<file path="src/rtl/registerset.sv">
// ---------------------------------------------------------------------------
// registerset
//   Register file for the CPU datapath. It holds NUM_REGISTERS words of
//   DataWidth bits and has one synchronous write port and two independent read
//   ports. Both read ports are registered and feed the ALU operands. When a
//   read enable is low, that output is cleared to zero on the next edge.
//
//   A read and a write to the same index on the same edge return the old
//   contents, because nothing bypasses the storage array. A synchronous reset
//   (res_n low) clears the storage and both outputs. During that edge any write
//   or read that is also requested is ignored.
//
// Ports
//   clk        in   1          clock, rising edge
//   res_n      in   1          synchronous reset, active low
//   wr_en      in   1          write enable
//   wr_sel     in   SEL_WIDTH  write index
//   reg_in     in   DataWidth  write data
//   rd_en1     in   1          read enable, port 1
//   rd_sel1    in   SEL_WIDTH  read index, port 1
//   reg_out_1  out  DataWidth  registered read data, port 1
//   rd_en2     in   1          read enable, port 2
//   rd_sel2    in   SEL_WIDTH  read index, port 2
//   reg_out_2  out  DataWidth  registered read data, port 2
// ---------------------------------------------------------------------------
module registerset #(
    parameter int DataWidth     = 8,
    parameter int SEL_WIDTH     = 2,
    parameter int NUM_REGISTERS = 4
) (
    input  logic                 clk,
    input  logic                 res_n,
    input  logic                 wr_en,
    input  logic [SEL_WIDTH-1:0] wr_sel,
    input  logic [DataWidth-1:0] reg_in,
    input  logic                 rd_en1,
    input  logic [SEL_WIDTH-1:0] rd_sel1,
    output logic [DataWidth-1:0] reg_out_1,
    input  logic                 rd_en2,
    input  logic [SEL_WIDTH-1:0] rd_sel2,
    output logic [DataWidth-1:0] reg_out_2
);

    // The select fields fully decode the array, so no index can be out of range.
    initial begin : g_param_check
        assert (NUM_REGISTERS == (1 << SEL_WIDTH))
            else $error("registerset: NUM_REGISTERS must equal 2**SEL_WIDTH");
    end

    logic [DataWidth-1:0] r_regs [NUM_REGISTERS];
    logic [DataWidth-1:0] r_out_1;
    logic [DataWidth-1:0] r_out_2;
    logic [DataWidth-1:0] w_rd_data_1;
    logic [DataWidth-1:0] w_rd_data_2;

    // Read muxes look at the pre-edge array contents. This gives the
    // old-value behaviour on a read-during-write.
    always_comb begin
        w_rd_data_1 = rd_en1 ? r_regs[rd_sel1] : '0;
        w_rd_data_2 = rd_en2 ? r_regs[rd_sel2] : '0;
    end

    always_ff @(posedge clk) begin
        if (!res_n) begin
            for (int i = 0; i < NUM_REGISTERS; i++) begin
                r_regs[i] <= '0;
            end
        end else if (wr_en) begin
            r_regs[wr_sel] <= reg_in;
        end
    end

    always_ff @(posedge clk) begin
        if (!res_n) begin
            r_out_1 <= '0;
            r_out_2 <= '0;
        end else begin
            r_out_1 <= w_rd_data_1;
            r_out_2 <= w_rd_data_2;
        end
    end

    assign reg_out_1 = r_out_1;
    assign reg_out_2 = r_out_2;

endmodule

</file>
<file path="config.mk">
export PLATFORM = sky130hd
export DESIGN_NAME = registerset
export DESIGN_NICKNAME = d
export VERILOG_FILES = /design/src/rtl/registerset.sv
export SDC_FILE = /design/constraint.sdc
export NUM_CORES = 1
export LEC_CHECK = 0
export CORE_MARGIN = 10
export CORE_UTILIZATION = 45
export DETAILED_ROUTE_END_ITERATION = 16
export PLACE_DENSITY = 0.71
export SETUP_SLACK_MARGIN = 0.2
export SYNTH_ARGS = -nofsm -noshare
export SYNTH_HDL_FRONTEND = slang
export SYNTH_SLANG_ARGS = --single-unit
</file>
<file path="constraint.sdc">
create_clock -name clk -period 2.7 [get_ports clk]
set_clock_uncertainty 0.15 [all_clocks]
set_input_delay 0.675 -clock clk [delete_from_list [all_inputs] [get_ports clk]]
set_output_delay 0.675 -clock clk [all_outputs]
set_load 0.01 [all_outputs]
</file>
==> load_flow_metrics.sql, run 1 <==
INSERT INTO impl_metrics (metric_group, metric, value, unit) VALUES
('power_and_ir_drop', 'power.total', '1.43', 'mW'),
('critical_path', 'crit_type', 'input port to register', ''),
('floorplan', 'placementRows', '24', ''),
('timing', 'grt_setup_unrepaired', 'false', ''),
('timing', 'fin_crit_sh', '0.765', ''),
('critical_path', 'timing.critical_path.from_type', 'input port', ''),
('synth', 'synth_cell_area', '0.00209', 'mm^2'),
('power_and_ir_drop', 'switching_share', '0.224', ''),
('routing', 'dr_total_vias', '1315', ''),
('timing', 'fmax', '0.484', 'GHz'),
('timing', 'drv_slew', '0', ''),
('critical_path', 'crit_fanout', '9', ''),
('synth', 'syn_nets', '168', ''),
('power_and_ir_drop', 'pwr_density_cell', '567', 'mW/mm^2'),
('routing', 'detail_route.wirelength', '4190', 'um'),
('timing', 'worst-slew-pin-transition', '0.392', 'ns'),
('cts', 'clock_tree_from_tritoncts', 'built', ''),
('cts', 'cts_num_sinks', '48', ''),
('synth', 'synth_simple_gate_area_frac', '0.139', ''),
('routing', 'drtIter0Drc', '110', ''),
('cts', 'cts.reportedPaths.clkPinSlew', '0.08', 'ns'),
('power_and_ir_drop', 'cell_internal_pwr', '1.11', 'mW'),
('power_and_ir_drop', 'seq_power_share', '0.603', ''),
('cts', 'max_root_sink_buffers', '2', ''),
('finish', 'multi_input_comb_area', '716', 'um^2'),
('finish', 'syn_to_final_growth', '20.9', '%'),
('cts', 'ctsHtreeMaxLevel', '2', ''),
('synth', 'syn_area_per_cell', '14.0', 'um^2'),
('status', 'outcome', 'completed', ''),
('synth', 'synth_compound_area_frac', '0.0503', ''),
('grt', 'grt_max_degree', '18', ''),
('routing', 'drt_pre_antenna_iters', '4', ''),
('floorplan', 'floorplan.die.width', '88.2', 'um'),
('finish', 'drive_gt1_frac', '0.0688', ''),
('finish', 'final_core_util', '0.573', ''),
('finish', 'filler_cell_count', '366', ''),
('critical_path', 'worst_setup_path_end_kind', 'register', ''),
('floorplan', 'floorplan.initialDensity', '0.474', ''),
('timing', 'slew-limit-headroom', '0.739', ''),
('timing', 'post-route-min-period', '2.07', 'ns'),
('power_and_ir_drop', 'power.combinational.fraction', '0.122', ''),
('synth', 'yosys.area_share.adder', '0', ''),
('floorplan', 'placeable_core_region', '0.00441', 'mm^2'),
('job', 'maximum_capacitance_violations', '0', ''),
('timing', 'finish_stage_setup_viols', '0', ''),
('synth', 'yosys_register_bits', '48', ''),
('grt', 'number_of_global_route_vias_before_repair', '1430', ''),
('synth', 'ys_types', '18', ''),
('routing', 'drtAntennaViolNets', '0', ''),
('synth', 'yosysWarningCount', '0', ''),
('routing', 'post-route-drc-count', '0', ''),
('grt', 'antenna_found_initial', '0', ''),
('grt', 'grt_first_pass_wirelength', '6990', 'um'),
('routing', 'ratio_of_routed_vias_to_standard_cells', '5.46', ''),
('floorplan', 'die-area', '0.00777', 'mm^2'),
('timing', 'finalHoldViolations', '0', ''),
('critical_path', 'arrival', '1.88', 'ns'),
('cts', 'post_cts.repair.setup_buffers', '0', ''),
('placement', 'place_congestion', '0.766', ''),
('synth', 'post_synth_inst_count', '149', ''),
('power_and_ir_drop', 'power.switching', '0.321', 'mW'),
('synth', 'synthMuxAreaShare', '0.153', ''),
('grt', 'grtUsageTotal', '0.115', ''),
('critical_path', 'worst_ep_required_time', '2.51', 'ns'),
('finish', 'antenna_cells_inserted', '0', ''),
('power_and_ir_drop', 'vdd.ir_drop.worst', '0.256', 'mV'),
('cts', 'clock_latency', '0.29', 'ns'),
('floorplan', 'pin_count', '35', ''),
('timing', 'setup_total_negative_slack', '0', 'ns'),
('floorplan', 'die-height', '88.2', 'um'),
('cts', 'cts_resized', '0', ''),
('placement', 'dp_hpwl', '3290', 'um'),
('power_and_ir_drop', 'power.static_leakage', '0.998', 'nW'),
('synth', 'dominant_combinational_cell_family_by_area_after_synthesis', 'multiplexers', ''),
('grt', 'grt_remaining_overflow', '0', ''),
('cts', 'cts_root_buffer', 'clkbuf_8', ''),
('routing', 'wire_per_inst', '17.4', 'um'),
('cts', 'cts_hold_buffers', '0', ''),
('synth', 'synth-seq-area-share', '0.613', ''),
('placement', 'place.port_buffers', '34', ''),
('hold_path', 'worstHoldPathType', 'register to register', ''),
('synth', 'post_synth_xor_area_fraction', '0', ''),
('finish', 'design.final.nets', '207', ''),
('power_and_ir_drop', 'power_frac_clock', '0.275', ''),
('cts', 'cts_buffers', '5', ''),
('finish', 'final-seq-area', '0.00128', 'mm^2');
==> per-layer routing <==
metal / part of all wire / vias up / track usage / wire [um]
met5: 0 / - / 0 / 0
met4: 0.0096 / 0 / 0.0456 / 40
met3: 0.095 / 2 / 0.0511 / 396
met2: 0.46 / 49 / 0.181 / 1940
met1: 0.43 / 623 / 0.134 / 1810
li1: - / 641 / - / -
==> sequential cells by signal, indices dropped and copies added (netlist names) <==
signal and flops:
reg_out_2 8, r_regs 32, reg_out_1 8
==> kinds of logic (layout without fill, tap and decap cells) <==
logic type	count (synthesis)	after routing
simple gates	44	44
buf+inv	8	48
compound gates	17	17
flops	48	48
mux	32	32
==> placed cells by master, fill, tap and decap left out, drive strengths merged <==
master	instances
and2	24
and3	8
and4b	2
and4bb	1
buf	6
clkbuf	7
clkdlybuf4s50	34
clkinv	1
dfxtp	16
edfxtp	32
mux2i	32
nand2	2
nand2b	2
nand3	3
nand3b	2
o21ai	1
o22ai	16
==> power groups by stage <==
stage               Sequential (mW)  Clock, mW  Combinational, mW
global route                  0.869      0.432              0.191
CTS                           0.863      0.403              0.176
detailed placement            0.880          0              0.175
finish                        0.863      0.394              0.175
global placement              0.878          0              0.170
floorplan                     0.876          0             0.0945
==> through the flow <==
stage	area [um^2]	hold slack, ns	instances	worst slack (ns)
after CTS	2530	0.424	241	0.636
after detailed placement	2450	0.401	233	0.317
after floorplan	2090	0.355	149	0.824
after global routing	2530	0.469	241	0.543
final	2530	0.426	241	0.634
after global placement	2450	0.399	233	0.380
==> area by class of cell <==
class	count	share of cell area
Multi-Input combinational cell	93	0.283
Timing Repair Buffer	40	0.152
Clock inverter	1	0.00149
Sequential cell	48	0.507
Tap cell	52	0.0257
Clock buffer	7	0.0302
==> path summary, 6_finish.rpt <==
check	startpoint	to	slack [ns]	cells past startpoint
worst max-delay path	wr_sel[1]	r_regs[0][4]	0.63	3
worst min-delay path	r_regs[0][3]	reg_out_2[3]	0.43	2
worst max register to register	r_regs[3][7]	reg_out_1[7]	1.70	2
worst min register to register	r_regs[0][3]	reg_out_2[3]	0.43	2
==> synth_stat cells <==
cell / instances / area share
and4bb_4: 1 / 0.0078
buf_2: 1 / 0.0024
and4b_4: 1 / 0.0066
nand2b_1: 2 / 0.0060
and3_1: 8 / 0.024
and2_1: 24 / 0.072
mux2i_1: 32 / 0.15
dfxtp_1: 16 / 0.15
nand2_1: 2 / 0.0036
buf_12: 2 / 0.019
o22ai_1: 16 / 0.048
buf_6: 4 / 0.022
and4b_1: 1 / 0.0048
nand3_1: 3 / 0.0072
edfxtp_1: 32 / 0.46
nand3b_1: 2 / 0.0072
clkbuf_1: 1 / 0.0018
o21ai_1: 1 / 0.0024
==> critical path: stages <==
cell	delay, ns
clkdlybuf4s50_1	0.47
and4bb_4	0.41
nand2b_1	0.32
Note: power is estimated with default switching activity, not from simulation.
==> run 2, diff against run 1 <==
--- a/config.mk
+++ b/config.mk
@@ -8,7 +8,7 @@
 export CORE_MARGIN = 10
 export CORE_UTILIZATION = 45
 export DETAILED_ROUTE_END_ITERATION = 16
-export PLACE_DENSITY = 0.71
+export PLACE_DENSITY = 0.74
 export SETUP_SLACK_MARGIN = 0.2
 export SYNTH_ARGS = -nofsm -noshare
 export SYNTH_HDL_FRONTEND = slang
==> constraint.sdc (replaced) <==
create_clock -name clk -period 1.79 [get_ports clk]
set_clock_uncertainty 0.15 [all_clocks]
set_input_delay 0.4475 -clock clk [delete_from_list [all_inputs] [get_ports clk]]
set_output_delay 0.4475 -clock clk [all_outputs]
set_load 0.01 [all_outputs]
==> load_flow_metrics.sql, run 2 (synthesis results as in run 1) <==
INSERT INTO impl_metrics (metric_group, metric, value, unit) VALUES
('placement', 'dp_cells', '246', ''),
('routing', 'dr_total_vias', '1341', ''),
('finish', 'final_core_util', '0.613', ''),
('timing', 'finish_stage_setup_viols', '0', ''),
('placement', 'place_congestion', '0.750', ''),
('placement', 'placement.cell_area', '0.00260', 'mm^2'),
('timing', 'finalHoldViolations', '0', ''),
('critical_path', 'critical_path.max_stage_delay', '0.32', 'ns'),
('critical_path', 'cp.buffers_inverters', '1', ''),
('floorplan', 'placementRows', '24', ''),
('cts', 'cts_hold_buffers', '0', ''),
('cts', 'ctsHtreeMaxLevel', '2', ''),
('grt', 'met2_usage', '0.192', ''),
('finish', 'multi_input_comb_area', '727', 'um^2'),
('cts', 'cts_num_sinks', '48', ''),
('finish', 'drive_gt1_frac', '0.149', ''),
('grt', 'grt_max_degree', '17', ''),
('power_and_ir_drop', 'power.static_leakage', '1.18', 'nW'),
('grt', 'number_of_global_route_vias_before_repair', '1422', ''),
('finish', 'filler_cell_count', '358', ''),
('cts', 'cts.reportedPaths.clkPinSlew', '0.08', 'ns'),
('finish', 'finished_cell_area', '0.00270', 'mm^2'),
('timing', 'worst-slew-pin-transition', '0.181', 'ns'),
('critical_path', 'worst_setup_path_end_kind', 'primary output', ''),
('timing', 'fmax', '0.677', 'GHz'),
('critical_path', 'slowest_stage', 'dfxtp_1', ''),
('cts', 'cts_root_buffer', 'clkbuf_8', ''),
('grt', 'global_route.usage.met1', '0.133', ''),
('critical_path', 'timing.critical_path.from_type', 'register', ''),
('finish', 'final-seq-area', '0.00128', 'mm^2'),
('routing', 'detail_route.wirelength', '4390', 'um'),
('timing', 'post-route-min-period', '1.48', 'ns'),
('critical_path', 'crit_chain', 'dlygate4sd2_1', ''),
('floorplan', 'die-area', '0.00777', 'mm^2'),
('hold_path', 'worstHoldPathType', 'register to register', ''),
('grt', 'grt_first_pass_wirelength', '7120', 'um'),
('critical_path', 'arrival', '0.88', 'ns'),
('routing', 'ratio_of_routed_vias_to_standard_cells', '5.28', ''),
('cts', 'clock_latency', '0.29', 'ns'),
('critical_path', 'crit_fanout', '1', ''),
('finish', 'highest_count_cells_in_the_layout_ignoring_fill_and_taps', 'mux2i_1, edfxtp_1, and2_1', ''),
('timing', 'grt_setup_unrepaired', 'false', ''),
('timing', 'setup_total_negative_slack', '0', 'ns'),
('routing', 'drtIter0Drc', '93', ''),
('finish', 'top_register', 'r_regs', ''),
('cts', 'cts_buffers', '5', ''),
('floorplan', 'die-height', '88.2', 'um'),
('power_and_ir_drop', 'pwr_density_cell', '865', 'mW/mm^2'),
('routing', 'wire_per_inst', '17.3', 'um'),
('job', 'maximum_capacitance_violations', '0', ''),
('critical_path', 'worst_ep_required_time', '1.19', 'ns'),
('cts', 'max_root_sink_buffers', '2', ''),
('floorplan', 'floorplan.die.width', '88.2', 'um'),
('floorplan', 'floorplan.initialDensity', '0.474', ''),
('floorplan', 'pin_count', '35', ''),
('routing', 'drt_pre_antenna_iters', '4', ''),
('finish', 'design.final.nets', '220', ''),
('grt', 'antenna_found_initial', '0', ''),
('power_and_ir_drop', 'power.total', '2.34', 'mW'),
('grt', 'grtUsageTotal', '0.116', ''),
('finish', 'antenna_cells_inserted', '0', ''),
('floorplan', 'placeable_core_region', '0.00441', 'mm^2'),
('routing', 'drtAntennaViolNets', '0', ''),
('timing', 'drv_slew', '0', ''),
('critical_path', 'crit_type', 'register to primary output', ''),
('placement', 'dp_hpwl', '3420', 'um'),
('routing', 'post-route-drc-count', '0', ''),
('finish', 'largest_register_ffs', '32', ''),
('grt', 'grt_remaining_overflow', '0', ''),
('grt', 'gr-usage-met3', '0.0381', ''),
('critical_path', 'crit_family', 'flip-flops', ''),
('placement', 'place.port_buffers', '34', ''),
('status', 'outcome', 'completed', ''),
('finish', 'instances_no_fill', '254', ''),
('finish', 'syn_to_final_growth', '29.3', '%'),
('grt', 'gr-max-usage-layer', 'met2', ''),
('timing', 'fin_crit_sh', '0.825', ''),
('timing', 'slew-limit-headroom', '0.876', ''),
('power_and_ir_drop', 'vdd.ir_drop.worst', '0.467', 'mV'),
('cts', 'clock_tree_from_tritoncts', 'built', '');
==> run 2: through the flow <==
step	worst slack [ns]	hold slack (ns)
CTS	0.184	0.424
global route	0.259	0.461
global placement	-0.147	0.398
floorplan	0.219	0.355
detailed placement	-0.196	0.403
finish	0.314	0.419
==> run 2: worst register-to-register path, delay by kind of cell, from the launching register on <==
| kind | cells | cell delay [ns] |
|---|---|---|
| AO/OA/AOI/OAI | 1 | 0.11 |
| flip-flops | 1 | 0.43 |
| multiplexers | 1 | 0.20 |
==> run 2: per-layer routing <==
metal	up-vias	wire (um)	part of all wire
met2	35	2120	0.48
met1	638	1920	0.44
met5	-	0	0
met3	7	266	0.061
met4	0	86	0.020
li1	661	-	-
==> run 2: power breakdown <==
| part | total, mW | switching, mW | internal [mW] |
|---|---|---|---|
| Sequential | 1.30 | 0.0393 | 1.26 |
| Clock | 0.748 | 0.334 | 0.414 |
| Combinational | 0.289 | 0.131 | 0.158 |
==> run 2: final timing paths <==
path,from,to,slack [ns],cells after the start
hold / removal,r_regs[2][6],reg_out_1[6],0.42,2
setup reg to reg,r_regs[2][7],reg_out_1[7],0.78,2
hold reg to reg,r_regs[2][6],reg_out_1[6],0.42,2
setup / recovery,reg_out_2[0],reg_out_2[0],0.31,1
==> run 2: repair_timing <==
| item | CTS | global route |
|---|---|---|
| resized for setup | 22 | 2 |
| pin swaps | 1 | 0 |
| setup endpoints to repair | 53 | 24 |
| buffers inserted | 0 | 0 |
==> run 2: cell type report <==
cell class / count / area share
well taps: 52 / 0.0241
flip-flops and latches: 48 / 0.474
multi-input cells: 93 / 0.269
clock buffers: 6 / 0.0268
repair buffers: 53 / 0.193
clock inverters: 2 / 0.0130
